$ cat config.mk
export PLATFORM = sky130hd
export DESIGN_NAME = writeback_register_file_flat
export DESIGN_NICKNAME = d
export VERILOG_FILES = /design/src/rtl/writeback_register_file_if.sv /design/src/rtl/writeback_register_file.sv /design/src/flat_wrapper.sv
export SDC_FILE = /design/constraint.sdc
export NUM_CORES = 1
export LEC_CHECK = 0
export CORE_ASPECT_RATIO = 0.5
export CORE_MARGIN = 2
export CORE_UTILIZATION = 60
export DETAILED_ROUTE_END_ITERATION = 10
export GPL_ROUTABILITY_DRIVEN = 0
export PLACE_DENSITY = 0.82
export SLEW_MARGIN = 10
export SYNTH_ARGS = -nofsm -noshare
export SYNTH_HDL_FRONTEND = slang
export SYNTH_SLANG_ARGS = --single-unit
$ cat constraint.sdc
create_clock -name Clock -period 6.8 [get_ports Clock]
set_input_delay 2.04 -clock Clock [delete_from_list [all_inputs] [get_ports Clock]]
set_output_delay 2.04 -clock Clock [all_outputs]
set_load 0.03 [all_outputs]
$ cat src/rtl/writeback_register_file_if.sv
`default_nettype none
// ============================================================================
// Module   : writeback_register_file_if
// Brief    : Bundle of write-back / read-port signals for the register file.
//            The master drives the write-back and read addresses. The slave
//            (the register file) returns read data, Ready and WriteCount.
// Revision : 1.0 - initial release
// ============================================================================
interface writeback_register_file_if;
    logic        RegWriteIn;
    logic [31:0] WriteRegisterIn;
    logic [31:0] ALUResultIn;
    logic [4:0]  ReadRegister1;
    logic [4:0]  ReadRegister2;
    logic [31:0] ReadData1;
    logic [31:0] ReadData2;
    logic        Ready;
    logic [15:0] WriteCount;

    modport master (
        output RegWriteIn, WriteRegisterIn, ALUResultIn, ReadRegister1, ReadRegister2,
        input  ReadData1, ReadData2, Ready, WriteCount
    );

    modport slave (
        input  RegWriteIn, WriteRegisterIn, ALUResultIn, ReadRegister1, ReadRegister2,
        output ReadData1, ReadData2, Ready, WriteCount
    );
endinterface
`default_nettype wire

$ cat src/rtl/writeback_register_file.sv
`default_nettype none
// ============================================================================
// Module   : writeback_register_file
// Brief    : 32x32 register file with two combinational read ports and one
//            write-back port. Reads bypass (write-through) a write that is
//            accepted in the same cycle. After reset the block sweeps zeros
//            into every entry before it accepts writes. It also keeps a
//            saturating count of accepted writes.
// Revision : 1.0 - initial release
// ============================================================================
module writeback_register_file (
    input  wire logic                Clock,
    input  wire logic                Reset,
    writeback_register_file_if.slave bus
);

    typedef enum logic [0:0] {
        ST_INIT  = 1'b0,
        ST_READY = 1'b1
    } state_t;

    localparam logic [4:0]  C_LAST_ENTRY = 5'd31;
    localparam logic [15:0] C_COUNT_MAX  = 16'hFFFF;

    state_t      r_state;
    logic [4:0]  r_sweep_cnt;
    logic        r_ready;
    logic [15:0] r_write_count;
    logic [31:0] r_mem [32];

    logic [4:0]  w_wr_idx;
    logic        w_wr_accept;
    logic [31:0] w_rd1;
    logic [31:0] w_rd2;
    logic        w_unused;

    // Only the low five address bits select an entry. The upper bits are
    // deliberately ignored.
    assign w_wr_idx = bus.WriteRegisterIn[4:0];
    assign w_unused = &{1'b0, bus.WriteRegisterIn[31:5]};

    // A write counts only once the sweep is done. Writes to entry 0 and writes
    // in a reset cycle are dropped.
    assign w_wr_accept = (r_state == ST_READY) && !Reset && bus.RegWriteIn
                         && (w_wr_idx != 5'd0);

    // Control FSM: the sweep counter, the Ready flag and the saturating write counter
    always_ff @(posedge Clock) begin
        if (Reset) begin
            r_state       <= ST_INIT;
            r_sweep_cnt   <= 5'd0;
            r_ready       <= 1'b0;
            r_write_count <= 16'd0;
        end else if (r_state == ST_INIT) begin
            r_sweep_cnt <= r_sweep_cnt + 5'd1;
            if (r_sweep_cnt == C_LAST_ENTRY) begin
                r_state <= ST_READY;
                r_ready <= 1'b1;
            end
        end else begin
            if (w_wr_accept && (r_write_count != C_COUNT_MAX)) begin
                r_write_count <= r_write_count + 16'd1;
            end
        end
    end

    // Storage: the sweep writes zeros in INIT; accepted writes land in READY.
    // Reset does not clear the array; the sweep clears it.
    always_ff @(posedge Clock) begin
        if (!Reset) begin
            if (r_state == ST_INIT) begin
                r_mem[r_sweep_cnt] <= 32'd0;
            end else if (w_wr_accept) begin
                r_mem[w_wr_idx] <= bus.ALUResultIn;
            end
        end
    end

    // Read ports: zero during the sweep, write-through bypass, entry 0 hardwired to 0
    always_comb begin
        w_rd1 = 32'd0;
        w_rd2 = 32'd0;
        if (r_state == ST_READY) begin
            if (w_wr_accept && (bus.ReadRegister1 == w_wr_idx)) begin
                w_rd1 = bus.ALUResultIn;
            end else if (bus.ReadRegister1 != 5'd0) begin
                w_rd1 = r_mem[bus.ReadRegister1];
            end
            if (w_wr_accept && (bus.ReadRegister2 == w_wr_idx)) begin
                w_rd2 = bus.ALUResultIn;
            end else if (bus.ReadRegister2 != 5'd0) begin
                w_rd2 = r_mem[bus.ReadRegister2];
            end
        end
    end

    assign bus.ReadData1  = w_rd1;
    assign bus.ReadData2  = w_rd2;
    assign bus.Ready      = r_ready;
    assign bus.WriteCount = r_write_count;

endmodule
`default_nettype wire

$ cat src/flat_wrapper.sv
// flat-port wrapper written by rule: the top's interface ports become plain ports
module writeback_register_file_flat 
  (Clock, Reset, bus_RegWriteIn, bus_WriteRegisterIn, bus_ALUResultIn, bus_ReadRegister1, bus_ReadRegister2, bus_ReadData1, bus_ReadData2, bus_Ready, bus_WriteCount);
  writeback_register_file_if bus_i ();
  input  wire logic Clock;
  input  wire logic Reset;
  input wire logic [$bits(bus_i.RegWriteIn)-1:0] bus_RegWriteIn;
  input wire logic [$bits(bus_i.WriteRegisterIn)-1:0] bus_WriteRegisterIn;
  input wire logic [$bits(bus_i.ALUResultIn)-1:0] bus_ALUResultIn;
  input wire logic [$bits(bus_i.ReadRegister1)-1:0] bus_ReadRegister1;
  input wire logic [$bits(bus_i.ReadRegister2)-1:0] bus_ReadRegister2;
  output wire logic [$bits(bus_i.ReadData1)-1:0] bus_ReadData1;
  output wire logic [$bits(bus_i.ReadData2)-1:0] bus_ReadData2;
  output wire logic [$bits(bus_i.Ready)-1:0] bus_Ready;
  output wire logic [$bits(bus_i.WriteCount)-1:0] bus_WriteCount;
  assign bus_i.RegWriteIn = bus_RegWriteIn;
  assign bus_i.WriteRegisterIn = bus_WriteRegisterIn;
  assign bus_i.ALUResultIn = bus_ALUResultIn;
  assign bus_i.ReadRegister1 = bus_ReadRegister1;
  assign bus_i.ReadRegister2 = bus_ReadRegister2;
  assign bus_ReadData1 = bus_i.ReadData1;
  assign bus_ReadData2 = bus_i.ReadData2;
  assign bus_Ready = bus_i.Ready;
  assign bus_WriteCount = bus_i.WriteCount;
  writeback_register_file u_core (.Clock(Clock), .Reset(Reset), .bus(bus_i));
endmodule
==> flow_metrics.tcl <==
set metrics [dict create \
    cts_hold_buffers 0 \
    path_clk_slew_ps 60 \
    synth.most_common_cell "edfxtp_1" \
    drtAntennaViolNets 0 \
    ys_warn_count 0 \
    syn_inst 2529 \
    required_ps 4760 \
    grt_antenna_before_repair 6 \
    synth.area.top_cells "edfxtp_1 (63%), mux4_2 (24%), a22o_1 (2.3%)" \
    ys_async_sr_fraction 0 \
    synth_compound_area_frac 0.0484 \
    yosysSeqAreaShare 0.637 \
    synth_seq_cells 1047 \
    start_util 0.603 \
    place_hpwl_mm 84.3 \
    timing.final.crit_share 1.00 \
    slew_headroom 0.269 \
    critPathLaunchType "input pin" \
    first_global_vias 29700 \
    synth_top_family_by_area "multiplexers" \
    die_h_um 206 \
    slew_violations 0 \
    skew_ps 27.8 \
    grt_usage 0.341 \
    wl_per_cell_um 36.7 \
    grt_pass1_wl_mm 204 \
    drtIter0Drc 4743 \
    cts_tree "built" \
    violations "setup timing" \
    drc 0 \
    layout-drive-gt1-share 0.356 \
    clk_latency_ps 680 \
    grt_util_met3 0.114 \
    endpoint_kind "output port" \
    nets 2789 \
    synth_ff_type "edfxtp_1" \
    cts-root-buf "clkbuf_16" \
    grt_overflow 0 \
    crit_fanout 30 \
    grtUsageMet2 0.529 \
    status "finished, violations left" \
    synth_edf_count 1024 \
    post_cts_buffers 0 \
    synthXorXnorAreaFrac 0.00447 \
    io_pins 158 \
    htree_levels 3 \
    numCtsBuffers 90 \
    avgSynthCellArea_um2 19.4 \
    synth_area_mm2 0.0490 \
    hold_class "register to register" \
    hold_viol 0 \
    stdcell_count 3888 \
    critPathKind "input pin to output port" \
    powerDensity_mw_per_mm2 235 \
    areaGrowthSynthToFinish_pct 13.9 \
    p_leak_nw 16.1 \
    synth_commonest_cells "edfxtp_1 (1,024), mux4_2 (512), a22o_1 (128), nor2_1 (125), nand2_1 (114)" \
    tns_ps -37.6 \
    peakVddDrop_uv 181 \
    cp.arrival_ps 4790 \
    rsz0062_at_grt "false" \
    dieArea_mm2 0.0841 \
    viasPerCell 7.70 \
    die_w_um 408 \
    dr_total_vias 29900 \
    yosys.area.top_type "edfxtp_1" \
    fmax_mhz 146 \
    num_rows 74 \
    synthMuxAreaShare 0.264 \
    met1_usage 0.446 \
    core_mm2 0.0813 \
    syn-num-nets 2609 \
    place_inst 3719 \
    layout_setup_ws_ps -27.3 \
    synth_top_area_frac 0.627 \
    fin_hold_ws_ps 488 \
    grt-busiest-layer "met2" \
    synth_cell_types 48 \
    setup_viol 2 \
    finalPower_mw 13.1 \
    synthAdderAreaFrac 0.000766 \
    fin_crit_ps 6830 \
    synthSimpleGateAreaFrac 0.0242 \
    worst_slew_pin_slew_ps 1090 \
    drt_first_pass_iters 8 \
    io_buffer_count 130 \
    cts.sinks 1047 \
    clk_path_buf_depth 3 \
    drt_wl_total_mm 143 \
    grt_max_degree 57 \
    cap_viol_max_count 0 \
]
## repair_timing
item,in CTS,in global routing
hold endpoints to repair,0,0
gates resized for setup,1,1
endpoints found under the setup margin,1,1
## routing by layer
layer  routed length, um  up-vias
li1                    -    11200
met1               47600    15300
met2               66500     2817
met3               21300      527
met4                7410        6
met5                  79        -
## final timing paths
kind | from | end | slack [ps] | depth (start not counted)
setup reg to reg | u_core.r_state$_SDFF_PP0_ | u_core.r_mem[13][12]$_DFFE_PP_ | 2650 | 8
hold / removal | u_core.bus.Ready$_SDFFE_PP0P_ | u_core.bus.Ready$_SDFFE_PP0P_ | 490 | 2
setup / recovery | Reset | bus_ReadData1[21] | -30 | 7
hold reg to reg | u_core.bus.Ready$_SDFFE_PP0P_ | u_core.bus.Ready$_SDFFE_PP0P_ | 490 | 2
## cell usage in the layout, fill, tap and decap left out, types with 8 or more instances in the layout
cell             instances
a22o_1                 128
buf_12                  51
buf_4                  179
bufinv_16               10
clkbuf_1                19
clkbuf_16               92
clkdlybuf4s50_1         59
clkinv_1                21
clkinv_2                15
dfxtp_1                 23
edfxtp_1              1024
inv_1                   35
mux2_2                  65
mux2i_1                 68
mux4_2                 512
nand2_1                114
nor2_1                  91
nor2_4                  34
nor3_1                   8
o211ai_1                64
o221ai_1                64
xnor2_1                 12
xor2_1                  13
## stage by stage
| step | instance area (um2) | utilization | worst slack, ps |
|---|---|---|---|
| 4_1_cts | 55800 | 0.686 | 114 |
| 5_1_grt | 55800 | 0.687 | 5.93 |
| 2_1_floorplan | 49000 | - | 736 |
| 3_5_place_dp | 52900 | 0.651 | -43.2 |
| 6_report | 55800 | 0.687 | -27.3 |
| 3_3_place_gp | 52900 | 0.651 | 47.8 |
## critical path: stages
cell and delay (ps):
clkdlybuf4s50_1 510, and3b_1 320, o21a_2 260, buf_4 560
nand2_1 190, o221ai_1 600, buf_4 280
## logic make-up after synthesis
family / count (synthesis)
AO/OA/AOI/OAI: 281
XOR/XNOR: 25
adder cells (fa/ha/maj): 3
buffers and inverters: 241
flip-flops: 1047
multiplexers: 646
AND/OR/NAND/NOR: 286
## sequential cells by signal (all words and copies together), names as in the netlist
signal,count
u_core.bus.WriteCount,16
u_core.r_mem,1024
u_core.r_state,1
u_core.r_sweep_cnt,5
u_core.bus.Ready,1
## power by group
| part | total, mW | internal, mW | switching (mW) |
|---|---|---|---|
| clock | 5.21 | 2.87 | 2.34 |
| combinational | 0.884 | 0.401 | 0.484 |
| sequential | 7.04 | 7.02 | 0.0227 |
| total | 13.1 | 10.3 | 2.85 |
## area by class of cell
type / instances / area [um2]
flip-flops and latches: 1047 / 31200
fillers: 4800 / 25500
multi-input cells: 1241 / 17100
repair buffers: 294 / 3030
clock buffers: 111 / 2370
well taps: 1102 / 1380
clock inverters: 54 / 539
inverters: 35 / 131
diodes: 4 / 10.0
Power figures use the tool's default switching activity.
